===== src/rtl/dmr_recovery_ctrl_pkg.sv =====
// Shared types for the DMR recovery controller: FSM state encoding, default
// halt timeout and the OBI instruction request bundle.
package dmr_recovery_ctrl_pkg;

    typedef enum logic [2:0] {
        IDLE,
        HALT,
        RESYNC,
        RESUME,
        FATAL
    } dmr_rec_state_e;

    localparam int unsigned DEFAULT_HALT_TIMEOUT = 1024;

    typedef struct packed {
        logic        req;
        logic        we;
        logic [3:0]  be;
        logic [31:0] addr;
        logic [31:0] wdata;
    } obi_req_t;

endpackage


===== src/rtl/dmr_recovery_ctrl.sv =====
// DMR recovery controller: halts the lockstep harts on a comparator mismatch and
// sequences the software resync. Build with DMR_ERR_LOG_EN to capture fetch addresses.
module dmr_recovery_ctrl
    import dmr_recovery_ctrl_pkg::*;
#(
    parameter int unsigned NHARTS       = 2,
    parameter int unsigned HALT_TIMEOUT = DEFAULT_HALT_TIMEOUT,
    parameter int unsigned CNT_W        = 16
) (
    input  logic                  clk_i,
    input  logic                  rst_ni,
    input  logic                  dmr_en_i,
    input  logic                  error_i,
    input  logic [NHARTS-1:0]     core_debug_mode_i,
    input  logic                  resync_done_i,
    input  logic                  clr_cnt_i,
    input  obi_req_t              core_instr_req_i [NHARTS],
    output logic [NHARTS-1:0]     debug_req_o,
    output logic                  busy_o,
    output logic                  intr_o,
    output logic                  fatal_o,
    output logic [CNT_W-1:0]      err_cnt_o,
    output logic [NHARTS*32-1:0]  err_addr_o,
    output logic [2:0]            dbg_state_o
);

    localparam int unsigned TW = (HALT_TIMEOUT > 1) ? $clog2(HALT_TIMEOUT) : 1;
    localparam logic [TW-1:0] TIMER_MAX = TW'(HALT_TIMEOUT - 1);

    dmr_rec_state_e   state_q, state_d;
    logic [TW-1:0]    timer_q;
    logic [CNT_W-1:0] err_cnt_q;
    logic             intr_q;
    logic             accept;
    logic             unused_req;

    always_ff @(posedge clk_i or negedge rst_ni) begin
        if (!rst_ni) begin
            state_q <= IDLE;
        end else begin
            state_q <= state_d;
        end
    end

    // A full halt beats an expiring timer when both happen in the same cycle.
    always_comb begin
        state_d = state_q;
        accept  = 1'b0;
        case (state_q)
            IDLE: begin
                if (dmr_en_i && error_i) begin
                    state_d = HALT;
                    accept  = 1'b1;
                end
            end
            HALT: begin
                if (&core_debug_mode_i) begin
                    state_d = RESYNC;
                end else if (timer_q == TIMER_MAX) begin
                    state_d = FATAL;
                end
            end
            RESYNC: begin
                if (resync_done_i) begin
                    state_d = RESUME;
                end
            end
            RESUME: begin
                if (~|core_debug_mode_i) begin
                    state_d = IDLE;
                end
            end
            FATAL:   state_d = FATAL;
            default: state_d = IDLE;
        endcase
    end

    always_ff @(posedge clk_i or negedge rst_ni) begin
        if (!rst_ni) begin
            timer_q   <= '0;
            intr_q    <= 1'b0;
            err_cnt_q <= '0;
        end else begin
            if (state_q == HALT && state_d == HALT) begin
                timer_q <= timer_q + TW'(1);
            end else begin
                timer_q <= '0;
            end
            intr_q <= (state_d == RESYNC) && (state_q != RESYNC);
            // Clear first, then count, so a coincident error leaves a count of one.
            if (clr_cnt_i) begin
                err_cnt_q <= accept ? CNT_W'(1) : '0;
            end else if (accept && (err_cnt_q != '1)) begin
                err_cnt_q <= err_cnt_q + CNT_W'(1);
            end
        end
    end

    assign debug_req_o = (state_q == HALT || state_q == FATAL) ? '1 : '0;
    assign busy_o      = (state_q != IDLE);
    assign fatal_o     = (state_q == FATAL);
    assign intr_o      = intr_q;
    assign err_cnt_o   = err_cnt_q;
    assign dbg_state_o = state_q;

`ifdef DMR_ERR_LOG_EN
    logic [NHARTS*32-1:0] err_addr_q;

    always_ff @(posedge clk_i or negedge rst_ni) begin
        if (!rst_ni) begin
            err_addr_q <= '0;
        end else if (accept) begin
            for (int h = 0; h < NHARTS; h++) begin
                err_addr_q[h*32 +: 32] <= core_instr_req_i[h].addr;
            end
        end
    end

    assign err_addr_o = err_addr_q;
`else
    assign err_addr_o = '0;
`endif

    // Request fields not consumed by the capture logic are folded away here.
    always_comb begin
        unused_req = 1'b0;
        for (int h = 0; h < NHARTS; h++) begin
            unused_req = unused_req ^ (^core_instr_req_i[h]);
        end
    end

endmodule

===== config.mk =====
export PLATFORM = sky130hd
export DESIGN_NAME = dmr_recovery_ctrl
export DESIGN_NICKNAME = d
export VERILOG_FILES = /design/src/rtl/dmr_recovery_ctrl_pkg.sv /design/src/rtl/dmr_recovery_ctrl.sv
export SDC_FILE = /design/constraint.sdc
export NUM_CORES = 1
export LEC_CHECK = 0
export CAP_MARGIN = 20
export CORE_MARGIN = 2
export CORE_UTILIZATION = 28
export DETAILED_ROUTE_END_ITERATION = 16
export GPL_ROUTABILITY_DRIVEN = 0
export HOLD_SLACK_MARGIN = 0.1
export PLACE_DENSITY = 0.91
export SYNTH_ARGS = -nofsm -noshare
export SYNTH_HDL_FRONTEND = slang
export SYNTH_SLANG_ARGS = --single-unit

===== constraint.sdc =====
create_clock -name clk_i -period 2.7 [get_ports clk_i]
set_clock_uncertainty 0.05 [all_clocks]
set_input_delay 0.27 -clock clk_i [delete_from_list [all_inputs] [get_ports clk_i]]
set_output_delay 0.27 -clock clk_i [all_outputs]
set_load 0.05 [all_outputs]

After elaboration in Yosys (flattened, before gate mapping):

Cells that the tools add are included.

* output and inout port bits: 88
* logic and storage cells: 38
* register bits after elaboration: 30
* bits of input ports: 148

* add/sub/neg operators: 2
* eq/ne operators: 9
* muxes and demuxes: 13
* reduce and logical (&&, ||, !) cells: 10

Operators by type and width (number)
* $mux 16: 2
* $add 16x1->16 const B: 1
* $ne 16x16->1 const B: 1
* $mux 3: 5
* $pmux 3 s5: 1
* $add 10x1->10 const B: 1
* $eq 10x10->1 const B: 1
* $mux 10: 1
* $eq 3x2->1 const B: 3
* $eq 3x1->1 const B: 2
* $logic_and 1x1->1: 4
* $eq 3x3->1 const B: 1
* $logic_not 3->1: 1
* $mux 1: 3
* $ne 3x2->1 const B: 1
* $reduce_bool 3->1: 1
* $mux 2: 1
* $reduce_and 2->1: 1
* $reduce_bool 2->1: 1
* $reduce_or 2->1: 1
* $logic_or 1x1->1: 1

Longest topological paths before layout:

* depth after elaboration: 7
* gate-level depth with buffers: 7
* mapped depth without buffers: 5

Worst setup path before layout:

OpenSTA, ideal clock, no wires.

* kind: register -> register
* start: register state_q[0] (netlist: dbg_state_o[0])
* end: register err_cnt_q[10] (netlist: err_cnt_o[10])
* slack: 231 ps
* clock period less this slack: 2469 ps
* arrival: 2341 ps
* data required time: 2572 ps
* stages on the path, launching flop included: 8
* library setup time: 78 ps
* path through: dfrtp_1 -> buf_6 -> nor3_4 -> inv_2 -> or4_1 -> buf_2 -> or4_1 -> a21oi_1

* word-level cells in the longest chain between the ends: 4

RTL lines
* start, declared: RTL line dmr_recovery_ctrl.sv:30 `dmr_rec_state_e state_q, state_d;`
* start signal, assigned: RTL line dmr_recovery_ctrl.sv:41 `state_q <= state_d;`
* $logic_not 3->1: RTL line dmr_recovery_ctrl.sv:49 `case (state_q)`
* $mux 1: RTL line dmr_recovery_ctrl.sv:49
* $logic_and 1x1->1: RTL line dmr_recovery_ctrl.sv:93 `end else if (accept && (err_cnt_q != '1)) begin`
* $reduce_bool 2->1 (no line)
* end signal, assigned: RTL line dmr_recovery_ctrl.sv:92 `err_cnt_q <= accept ? CNT_W'(1) : '0;`
* end signal, assigned: RTL line dmr_recovery_ctrl.sv:94 `err_cnt_q <= err_cnt_q + CNT_W'(1);`
* end, declared: RTL line dmr_recovery_ctrl.sv:32 `logic [CNT_W-1:0] err_cnt_q;`

No other way between the ends.
A chain may end at the register's enable or synchronous reset.

Worst setup path after layout:

* start: register state_q[0] (netlist: dbg_state_o[0])
* end: output fatal_o

* word-level cells in the longest chain between the ends: 1

RTL lines
* $eq 3x3->1: RTL line dmr_recovery_ctrl.sv:101 `assign fatal_o = (state_q == FATAL);`
* end, declared: RTL line dmr_recovery_ctrl.sv:21 `output logic fatal_o,`

No other way between the ends.

==> impl_metrics.ini <==
[status]
status = completed

[clock_network]
cts_made_buffers = 5
holdBufCountCts = 0
cts_tree = done
cts.path.max_buffers = 2
h-tree-depth = 2
cts_sinks = 30
clockRootBuffer = clkbuf_8
clock_latency_ns = 0.28
clk_pin_slew_ns = 0.06
post_cts_buffers = 0
cts_resized = 0

[global_route]
antenna_found_initial = 0
grt_pass1_wl_mm = 7.03
track_usage = 0.104
overflow = 0
grt_pass1_vias = 1547
grt_max_degree = 31

[cells_and_area]
antenna_cells = 0
fin_area_mm2 = 0.00236
regArea_um2 = 751
multi_input_comb_area_mm2 = 0.00106
drive_above_1_share = 0.0584
nets = 424
fillers = 773
syn2layout_area_growth_pct = 11.2

[routing]
dr.pass1.iters = 4
antenna_left = 0
drc_errors = 0
wl_per_cell_um = 11.2
routed_wl_mm = 4.18
vias = 1693
drt_iter0_drc = 44
vias_per_cell = 4.54

[sta]
rsz0062_at_grt = no
post-route-min-period_ns = 2.33
setup_viol = 0
slew_headroom = 0.500
fin_setup_tns_ns = 0
setup_slack_ns = 0.367
finalCritPeriodShare = 0.864
worst_slew_pin_slew_ns = 0.747
hold_violations = 0
drv_slew = 0
holdWs_ns = 0.333
fmax_ghz = 0.429

[setup_path]
regToRegSetupSlack_ns = 0.43
r2r_start = dbg_state_o[0]
end_kind = output pin
crit_fanout = 10
required_ns = 2.38
cp-start-kind = flop
rr_worst_depth = 5
arrival_ns = 2.01
critPathKind = reg -> out
reg2reg_to = err_cnt_o[12]

[floorplan]
io_pins = 236
initial_utilization = 0.291
core_area_mm2 = 0.00729
die-area_mm2 = 0.00828
row_count = 31
fp.dieH_um = 91.0
die_w_um = 91.0

[logic_synthesis]
yosys_warnings = 0
yosys.cell_types.count = 42
yosysSeqAreaShare = 0.354
synth_area_mm2 = 0.00212
avgSynthCellArea_um2 = 8.72
syn-instance-count = 243
synth-seq-cells = 30

[placement]
postPlaceCellArea_mm2 = 0.00228
io_buffer_count = 31
dp_slack_ns = 0.434
hpwl_mm = 2.97

[flow_run]
cap_violations = 0

[power]
p_per_area_mw_per_mm2 = 602
p_total_uw = 1420
ir_drop_mv = 0.561
p_leak_uw = 0.00100

[worst_hold_path]
hp-class = in -> async
==> state kept, by name, indices dropped and copies added, names as in the netlist <==
signal and cells:
dbg_state_o 3, err_cnt_o 16, intr_o 1, timer_q 10
==> placed cells by master, fill, tap and decap left out, types with 2 or more instances in the layout <==
cell type and instances:
conb_1 64, clkdlybuf4s50_1 31, dfrtp_1 30, nor2_1 21, nand2_1 17, a21oi_1 13, nand3_1 9, nand4_1 8
inv_1 6, xnor2_1 6, o31ai_1 6, or4_1 6, clkbuf_8 5, nor3_1 4, nor2b_1 4, mux2_2 4
o21ai_0 3, and2_1 3, or3_1 3, a211oi_1 3, nor4_1 2, xor2_1 2, and4_1 2, a31oi_1 2
ha_1 2, clkinv_2 2
==> power by group <==
part           internal, uW  switching [uW]  leakage (uW)
Combinational           123             423      0.000548
Sequential              475            56.1      0.000412
Clock                   172             168     0.0000438
==> worst max-delay path by stage <==
stage,start,endpoint,cells past startpoint
global placement,dmr_en_i,err_cnt_o[13],5
finish,dbg_state_o[0],fatal_o,2
detailed placement,dbg_state_o[0],err_cnt_o[12],5
global route,dbg_state_o[2],fatal_o,2
floorplan,dbg_state_o[0],err_cnt_o[10],7
CTS,dbg_state_o[0],fatal_o,2
==> per-layer routing <==
metal / global-route usage / routed length, um
met1: 0.133 / 1790
met2: 0.158 / 1920
met4: 0.0530 / 95
met5: 0 / 0
met3: 0.0315 / 374
==> cells by family after synthesis <==
logic type | count (synthesis) | share of synthesized area
xor+xnor | 8 | 0.0331
mux | 5 | 0.0260
fa+ha+maj | 2 | 0.0118
simple gates | 86 | 0.218
buf+inv | 78 | 0.257
flops | 30 | 0.354
other cells | 1 | 0.00177
compound gates | 33 | 0.0980
==> synth_stat cells, drive strengths merged <==
library cell	number	area, um2
and3	1	6.26
o21ai	4	20.0
a211oi	3	22.5
o41ai	1	8.76
and4	2	17.5
nor4	2	12.5
nand3	9	45.0
nand3b	1	7.51
or3	3	18.8
and4bb	1	12.5
nor2b	4	25.0
o311ai	1	8.76
dfrtp	30	751
nor3	5	36.3
conb	1	3.75
a211o	1	8.76
xor2	2	17.5
or2	1	6.26
xnor2	6	52.6
o221ai	1	8.76
o31ai	6	45.0
clkbuf	4	15.0
ha	2	25.0
nor2	21	78.8
nand4	8	50.1
and4b	1	10.0
nor3b	1	7.51
or4	6	45.0
a31oi	2	12.5
buf	67	504
inv	7	26.3
mux2	4	45.0
mux2i	1	10.0
nand2	17	63.8
and2	3	18.8
a21o	1	7.51
a21oi	13	65.1
==> stage by stage <==
step / cells / utilization
5_1_grt: 373 / 0.323
3_5_place_dp: 366 / 0.312
6_report: 373 / 0.323
2_1_floorplan: 306 / -
4_1_cts: 373 / 0.323
3_3_place_gp: 366 / 0.312
==> final cells by class <==
cell class | count | area share
Tap cell | 99 | 0.0525
Timing Repair Buffer | 32 | 0.135
Inverter | 7 | 0.0111
Clock inverter | 2 | 0.00425
Multi-Input combinational cell | 198 | 0.450
Clock buffer | 5 | 0.0292
Sequential cell | 30 | 0.318
==> worst max-delay path: stages, from the launching register on <==
cell and delay (ns):
dfrtp_1 0.51, nor3b_1 0.35, clkdlybuf4s50_1 0.87
No activity file was read; power rests on OpenSTA's default activity.
